[config.mk]
export PLATFORM = sky130hd
export DESIGN_NAME = forth_exec_unit
export DESIGN_NICKNAME = d
export VERILOG_FILES = /design/src/rtl/forth_exec_unit.sv
export SDC_FILE = /design/constraint.sdc
export NUM_CORES = 1
export LEC_CHECK = 0
export ABC_AREA = 1
export ABC_CLOCK_PERIOD_IN_PS = 4800
export BUFFER_PORTS_ARGS = -buffer_cell sky130_fd_sc_hd__buf_2
export CORE_MARGIN = 10
export CORE_UTILIZATION = 50
export CTS_CLUSTER_DIAMETER = 100
export CTS_CLUSTER_SIZE = 14
export DETAILED_ROUTE_END_ITERATION = 10
export GPL_ROUTABILITY_DRIVEN = 0
export PLACE_DENSITY = 0.67
export SLEW_MARGIN = 20
export SYNTH_ARGS = -nofsm -noshare
export SYNTH_HDL_FRONTEND = slang
export SYNTH_SLANG_ARGS = --single-unit
[constraint.sdc]
create_clock -name Clk -period 4.8 [get_ports Clk]
set_input_delay 0.96 -clock Clk [delete_from_list [all_inputs] [get_ports Clk]]
set_output_delay 0.96 -clock Clk [all_outputs]
set_load 0.02 [all_outputs]
[src/rtl/forth_exec_unit.sv]
// Execute stage feeding the Forth data stack.
// Ports: Clk/Rst; Start/Op/Imm/T/N issue; Busy/Done; TWrite/NWrite/WData/Offset.
module forth_exec_unit #(
  parameter int W    = 16,
  parameter int ITER = 16
) (
  input  logic         Clk,
  input  logic         Rst,
  input  logic         Start,
  input  logic [3:0]   Op,
  input  logic [W-1:0] Imm,
  input  logic [W-1:0] T,
  input  logic [W-1:0] N,
  output logic         Busy,
  output logic         Done,
  output logic         TWrite,
  output logic         NWrite,
  output logic [W-1:0] WData,
  output logic [1:0]   Offset
);

  typedef enum logic [2:0] {
    IDLE, COMMIT, SWP2, MUL, DIV, DIV2
  } state_t;

  localparam int CW = (ITER > 1) ? $clog2(ITER) : 1;
  localparam logic [CW-1:0] LAST = CW'(ITER - 1);

  localparam logic [1:0] OFF_Z = 2'b00;
  localparam logic [1:0] OFF_P = 2'b01;
  localparam logic [1:0] OFF_M = 2'b11;

  state_t        state;
  logic [W-1:0]  t0;
  logic [W-1:0]  x;
  logic [W-1:0]  y;
  logic [W-1:0]  acc;
  logic [CW-1:0] cnt;

  // mul: x = shifted multiplicand, y = multiplier, acc = product
  // div: x = divisor, y = dividend/quotient, acc = remainder
  logic [W-1:0] mul_acc;
  logic [W:0]   div_sh;
  logic         div_ge;
  logic [W-1:0] div_dif;
  logic [W-1:0] div_rem;
  logic [W-1:0] div_quo;

  always_comb begin
    mul_acc = acc + (y[0] ? x : '0);
    div_sh  = {acc, y[W-1]};
    div_ge  = div_sh >= {1'b0, x};
    // true difference is < divisor, so W bits suffice
    div_dif = div_sh[W-1:0] - x;
    div_rem = div_ge ? div_dif : div_sh[W-1:0];
    div_quo = {y[W-2:0], div_ge};
  end

  logic         sc_we;
  logic [W-1:0] sc_data;
  logic [1:0]   sc_off;

  always_comb begin
    sc_we   = 1'b0;
    sc_data = '0;
    sc_off  = OFF_Z;
    unique case (Op)
      4'd1:  begin sc_we = 1'b1; sc_data = N + T;   sc_off = OFF_M; end
      4'd2:  begin sc_we = 1'b1; sc_data = N - T;   sc_off = OFF_M; end
      4'd3:  begin sc_we = 1'b1; sc_data = N & T;   sc_off = OFF_M; end
      4'd4:  begin sc_we = 1'b1; sc_data = N | T;   sc_off = OFF_M; end
      4'd5:  begin sc_we = 1'b1; sc_data = N ^ T;   sc_off = OFF_M; end
      4'd6:  begin sc_we = 1'b1; sc_data = ~T;                      end
      4'd7:  begin sc_we = 1'b1; sc_data = T;       sc_off = OFF_P; end
      4'd8:  begin                                  sc_off = OFF_M; end
      4'd10: begin sc_we = 1'b1; sc_data = N;       sc_off = OFF_P; end
      4'd11: begin sc_we = 1'b1; sc_data = Imm;     sc_off = OFF_P; end
      4'd14: begin sc_we = 1'b1; sc_data = T << 1;                  end
      4'd15: begin sc_we = 1'b1; sc_data = T >> 1;                  end
      default: ;
    endcase
  end

  always_ff @(posedge Clk) begin
    if (Rst) begin
      state  <= IDLE;
      Busy   <= 1'b0;
      Done   <= 1'b0;
      TWrite <= 1'b0;
      NWrite <= 1'b0;
      WData  <= '0;
      Offset <= OFF_Z;
      t0     <= '0;
      x      <= '0;
      y      <= '0;
      acc    <= '0;
      cnt    <= '0;
    end else begin
      // every output pulse lasts exactly one cycle
      Done   <= 1'b0;
      TWrite <= 1'b0;
      NWrite <= 1'b0;
      WData  <= '0;
      Offset <= OFF_Z;
      case (state)
        IDLE: if (Start) begin
          Busy <= 1'b1;
          t0   <= T;
          cnt  <= '0;
          acc  <= '0;
          case (Op)
            4'd9: begin
              TWrite <= 1'b1;
              WData  <= N;
              state  <= SWP2;
            end
            4'd12: begin
              x     <= N;
              y     <= T;
              state <= MUL;
            end
            4'd13: begin
              x     <= T;
              y     <= N;
              state <= DIV;
            end
            default: begin
              TWrite <= sc_we;
              WData  <= sc_data;
              Offset <= sc_off;
              Done   <= 1'b1;
              state  <= COMMIT;
            end
          endcase
        end
        SWP2: begin
          NWrite <= 1'b1;
          WData  <= t0;
          Done   <= 1'b1;
          state  <= COMMIT;
        end
        MUL: begin
          acc <= mul_acc;
          x   <= x << 1;
          y   <= y >> 1;
          cnt <= cnt + 1'b1;
          if (cnt == LAST) begin
            TWrite <= 1'b1;
            WData  <= mul_acc;
            Offset <= OFF_M;
            Done   <= 1'b1;
            state  <= COMMIT;
          end
        end
        DIV: begin
          acc <= div_rem;
          y   <= div_quo;
          cnt <= cnt + 1'b1;
          if (cnt == LAST) begin
            TWrite <= 1'b1;
            WData  <= div_quo;
            state  <= DIV2;
          end
        end
        DIV2: begin
          NWrite <= 1'b1;
          WData  <= acc;
          Done   <= 1'b1;
          state  <= COMMIT;
        end
        COMMIT: begin
          Busy  <= 1'b0;
          state <= IDLE;
        end
        default: begin
          Busy  <= 1'b0;
          state <= IDLE;
        end
      endcase
    end
  end

endmodule
Word level (Yosys, flattened, before mapping)
Cells that the tools add are included.
- RAM bits: 0
- input port bits: 55
- latch bits: 0
- bits in read-only memories: 0
- flip-flop bits (word level): 93
- memories kept: 0
- output and inout bits: 22
- $lt $le $gt $ge: 1
- eq/ne operators: 24
- reduce and logical (&&, ||, !) cells: 19
- bitwise gates (word level): 5
- multiply operators: 0
- mux-type cells: 39
- shift operators: 0
- divide/modulo/power cells: 0
- add/subtract/negate cells: 5
- operator list (kind ; count):
    $pmux 16 s11 ; 1
    $mux 16 ; 8
    $pmux 16 s2 ; 4
    $pmux 16 s3 ; 2
    $pmux 16 s5 ; 1
    $eq 4x4->1 const B ; 9
    $add 16x16->16 ; 2
    $sub 16x16->16 ; 2
    $ge 17x16->1 ; 1
    $and 16x16->16 ; 1
    $eq 4x3->1 const B ; 4
    $not 16->16 ; 1
    $or 16x16->16 ; 1
    $xor 16x16->16 ; 1
    $pmux 3 s4 ; 1
    $reduce_or 11->1 ; 1
    $mux 3 ; 3
    $pmux 3 s3 ; 1
    $reduce_and 3->1 ; 3
    $eq 4x2->1 const B ; 2
    $pmux 2 s2 ; 2
    $pmux 4 s2 ; 1
    $reduce_and 2->1 ; 4
    $mux 1 ; 7
    other kinds (18) ; 30

Logic depth before layout (Yosys ltp)
- word-level depth: 6
- mapped depth: 23
- mapped depth without buffers: 23

Worst setup path before layout
Ideal clock, no wire load.
- path kind: input to register
- start point: in T[1]
- end point: reg WData[15]
- required time: 4668 ps
- path slack: 1533 ps
- stages on the path: 21
- arrival time: 3135 ps
- cell sequence: inv_1 -> ha_1 -> inv_1 -> nor2_1 -> nand3_1 -> nor3_1 -> nand2_1 -> nand2_1 -> o21ai_0 -> xor2_1 -> ha_1 -> nand2_1 -> inv_1 -> a21oi_1 -> nand2_1 -> a21oi_1 -> nand3_1 -> nand3_1 -> nand3_1 -> nand2_1 -> a21oi_1
- longest elaborated chain between the ends: 5
- RTL lines (element ; RTL line ; source):
    start: declaration ; 12 ; input logic [W-1:0] T,
    $sub 16x16->16 / $add 16x16->16 (equally long branches) ; 69, 68 ;
    $pmux 16 s11 (*) ; 67 ; unique case (Op)
    $pmux 16 s2 (*) ; 111 ; case (Op)
    $mux 16 (*) ; 106 ; IDLE: if (Start) begin
    $pmux 16 s5 (*) ; 105 ; case (state)
    end signal: assignment ; 129 ; WData <= sc_data;
    end signal: assignment ; 138 ; WData <= t0;
    end signal: assignment ; 149 ; WData <= mul_acc;
    end: declaration ; 18 ; output logic [W-1:0] WData,
Mark *: on every way between the ends. The rest lies on a longest branch, timed or not.
A chain may end at the register's enable or synchronous reset.

Final worst setup path
- start point: in T[1]
- end point: reg WData[9]
Same word-level chain as after synthesis.

==> flow_summary_export.csv <==
group,metric,value,unit
yosys,synth_most_common_cell,"sky130_fd_sc_hd__nand2_1",
yosys,avgSynthCellArea,6.16,um2
detailed_routing,detail_route.iter0.violations,1154,
sta,tightestPinTransition,1160,ps
clocking,worstSkewPairLatency,360,ps
yosys,synth-seq-area-share,19.9,%
detailed_routing,detailroute.via_count,10600,
layout,final_layout_size_suffix_gt1_share,9.55,%
sta,finalHoldViolCount,0,
yosys,main_combinational_cell_family_by_area_after_synthesis,"simple AND/OR/NAND/NOR gates",
sta,final.period_utilization,78.8,%
detailed_routing,wl,33300,um
detailed_routing,wl_per_cell,18.7,um
clocking,cts_sinks,93,
grt,grt_max_degree,52,
clocking,clock_tree.buffer_depth,2,
critical_path,setup.worst_path.end_class,"register",
critical_path,worst-setup-path-type,"input pin to register",
yosys,synth_compound_gate_area_share,24.8,%
layout,finalNetCount,1682,
power,p_leak,4.83,nW
clocking,clkSlewWorstSetupHoldPaths,70,ps
layout,regArea,1860,um2
yosys,post_synth_main_area_contributors,"sky130_fd_sc_hd__dfxtp_1, sky130_fd_sc_hd__nand2_1, sky130_fd_sc_hd__ha_1",
critical_path,timing.critical_path.slowest_cell_delay,370,ps
detailed_routing,drt-pass1-iter-count,6,
layout,n_fill_cell,1873,
detailed_routing,vias_per_cell,5.95,
sta,max_freq,264,MHz
grt,first_pass_grt_wire_length,53400,um
die,std_cell_rows,49,
run,max-cap-violations,0,
power,ir_worst_vdd,0.165,mV
clocking,htree_num_levels,3,
yosys,synth_enable_flop_cells,0,
grt,antenna_found_initial,0,
yosys,synth-seq-cells,93,
die,design.core.area,18100,um2
placed_design,portBuffers,76,
yosys,syn_nets,1654,
critical_path,timing.critical_path.required,5000,ps
yosys,netlist.top_cell.by_area,"sky130_fd_sc_hd__dfxtp_1",
die,floorplan.die.height,157,um
die,die_w,157,um
critical_path,most_common_cell_on_crit_path,"sky130_fd_sc_hd__nand3_1",
die,io_pins,77,
clocking,ctsResizeCount,0,
yosys,syn_inst,1516,
layout,num_antenna_cells,0,
critical_path,cp_cell_sequence,"buf_2, inv_1, ha_1, inv_1, nor2_1, nand3_1, nor3_1, nor2_1, xor2_1, inv_1, ha_1, nand2_1, nor2_1, nand3_1, nand3_1, nand2_1, nand3_1, nand3_1, nand3_1, a21oi_1",
yosys,synth-async-reset-ratio,0,%
critical_path,worstPathMaxFanout,7,
yosys,most_used_standard_cells_in_the_synthesized_netlist,"sky130_fd_sc_hd__nand2_1, sky130_fd_sc_hd__a21oi_1, sky130_fd_sc_hd__inv_1, sky130_fd_sc_hd__nand3_1, sky130_fd_sc_hd__o21ai_0",
layout,finalInstanceArea,10000,um2
die,fp.dieArea,24500,um2
sta,rsz0062_at_grt,"false",
clocking,root_buffer,"sky130_fd_sc_hd__clkbuf_16",
sta,final-setup-viol-count,0,
yosys,synth.yosys.warnings,0,
clocking,cts-hold-fix-buffers,0,
yosys,postSynth.topFlopCell,"sky130_fd_sc_hd__dfxtp_1",
die,start_util,51.4,%
sta,report.final.slew_viol_count,0,
yosys,synth-adder-area-share,11.4,%
grt,overall_global_routing_resource_usage,26.9,%
placed_design,placed_cell_area,9720,um2
critical_path,worst-endpoint-arrival,3980,ps
detailed_routing,drt_drc_violations_left,0,
yosys,synth-simple-area-share,30.1,%
sta,fin_skew,10.9,ps
yosys,synth_xor_xnor_area_share,2.63,%
grt,grt_pass1_vias,9978,
clocking,cts_made_buffers,9,
layout,multi_input_comb_area,6440,um2
sta,max_slew_margin,22.1,%
clocking,tritoncts,"yes",
yosys,yosys.area.top_type_share,19.9,%
sta,layout_min_cycle_time,3780,ps
critical_path,setup.worst_path.start_class,"input pin",
power,power-per-cell-area,306,nW/um2
placed_design,dp.final_hpwl,25800,um
yosys,synth_area,9340,um2
detailed_routing,antenna_violating_nets_post_route,0,
layout,final_core_util,55.3,%
yosys,post_synth_num_cell_types,50,
yosys,synth_mux_area_share,0,%
sta,fin_setup_tns,0,ps
clocking,post_cts_buffers,0,
min_path,hp-class,"register to register",
layout,layout_area_overhead,7.52,%
sta,worst_slack,1020,ps
critical_path,worst_path_max_delay_cell,"sky130_fd_sc_hd__ha_1",
placed_design,place_ws,801,ps
status,result_of_the_run,"finished, final reports clean",
grt,grt_overflow_total,0,
-- metal layers --
layer  share of wire (%)  global-route usage [%]  vias up  wire (um)
li1                    -                       -     5183          -
met1                  43                    36.1     4769      14500
met2                  45                    42.8      543      14800
met3                 8.5                    3.45       79       2820
met4                 3.5                    10.8        0       1170
met5                   0                       0        -          0
-- area by class of cell --
| cell class | count | area share (%) |
|---|---|---|
| multi-input combinational | 1168 | 64.2 |
| inverter | 192 | 7.18 |
| tap | 229 | 2.85 |
| clock inverter | 6 | 0.872 |
| timing repair buffer | 80 | 4.09 |
| sequential | 93 | 18.5 |
| clock buffer | 10 | 2.28 |
-- report_power, final --
part,internal (W),leakage (nW),switching (W)
Sequential,0.000858,0.763,0.0000780
Combinational,0.000453,3.91,0.000892
Clock,0.000458,0.156,0.000333
Total,0.00177,4.83,0.00130
-- worst max-delay path: cells and delay by family --
family / cells / cell delay, ps
simple gates: 12 / 1800
fa+ha+maj: 2 / 570
buf+inv: 4 / 430
xor+xnor: 1 / 150
compound gates: 1 / 70
-- per-stage QoR --
stage	cells	hold WS, ps	total power (W)
after floorplan	1516	438	0.00195
after global placement	1762	433	0.00226
after detailed placement	1762	436	0.00227
after CTS	1778	447	0.00306
after global routing	1778	485	0.00328
final	1778	442	0.00307
-- layout by cell type, fill, tap and decap left out, drive strengths merged --
master	count
nand2	376
inv	187
a21oi	178
o21ai	135
nand3	121
nor2	101
dfxtp	93
ha	80
buf	80
xor2	21
a221oi	20
nand3b	18
nand4	15
a31oi	15
o22ai	14
o211ai	13
clkbuf	10
nor3	9
clkinv	9
xnor2	7
o221ai	7
or2	5
a41oi	5
o2111ai	4
a211oi	4
nor4	4
a21o	3
a22oi	3
fa	3
o21bai	2
bufinv	2
o31ai	1
o32ai	1
and2	1
o21a	1
a21boi	1
-- registers in the layout, indices dropped and copies added, names as in the netlist --
signal	count
acc	16
y	16
t0	16
Offset	2
state	3
cnt	4
x	16
TWrite	1
WData	16
Done	1
NWrite	1
Busy	1
-- kinds of logic after synthesis --
logic type / count (synthesis)
adders and majority gates: 83
xor gates and xnor gates: 28
and+or+nand+nor: 650
AOI/OAI and AO/OA: 407
buffers and inverters: 255
DFF: 93
-- final timing paths --
check | cells after the start | to | slack [ps] | from
hold / removal | 2 | Busy | 440 | Busy
setup reg to reg | 14 | WData[14] | 1850 | y[0]
setup / recovery | 20 | WData[9] | 1020 | T[1]
hold reg to reg | 2 | Busy | 440 | Busy
Power figures use the tool's default switching activity.
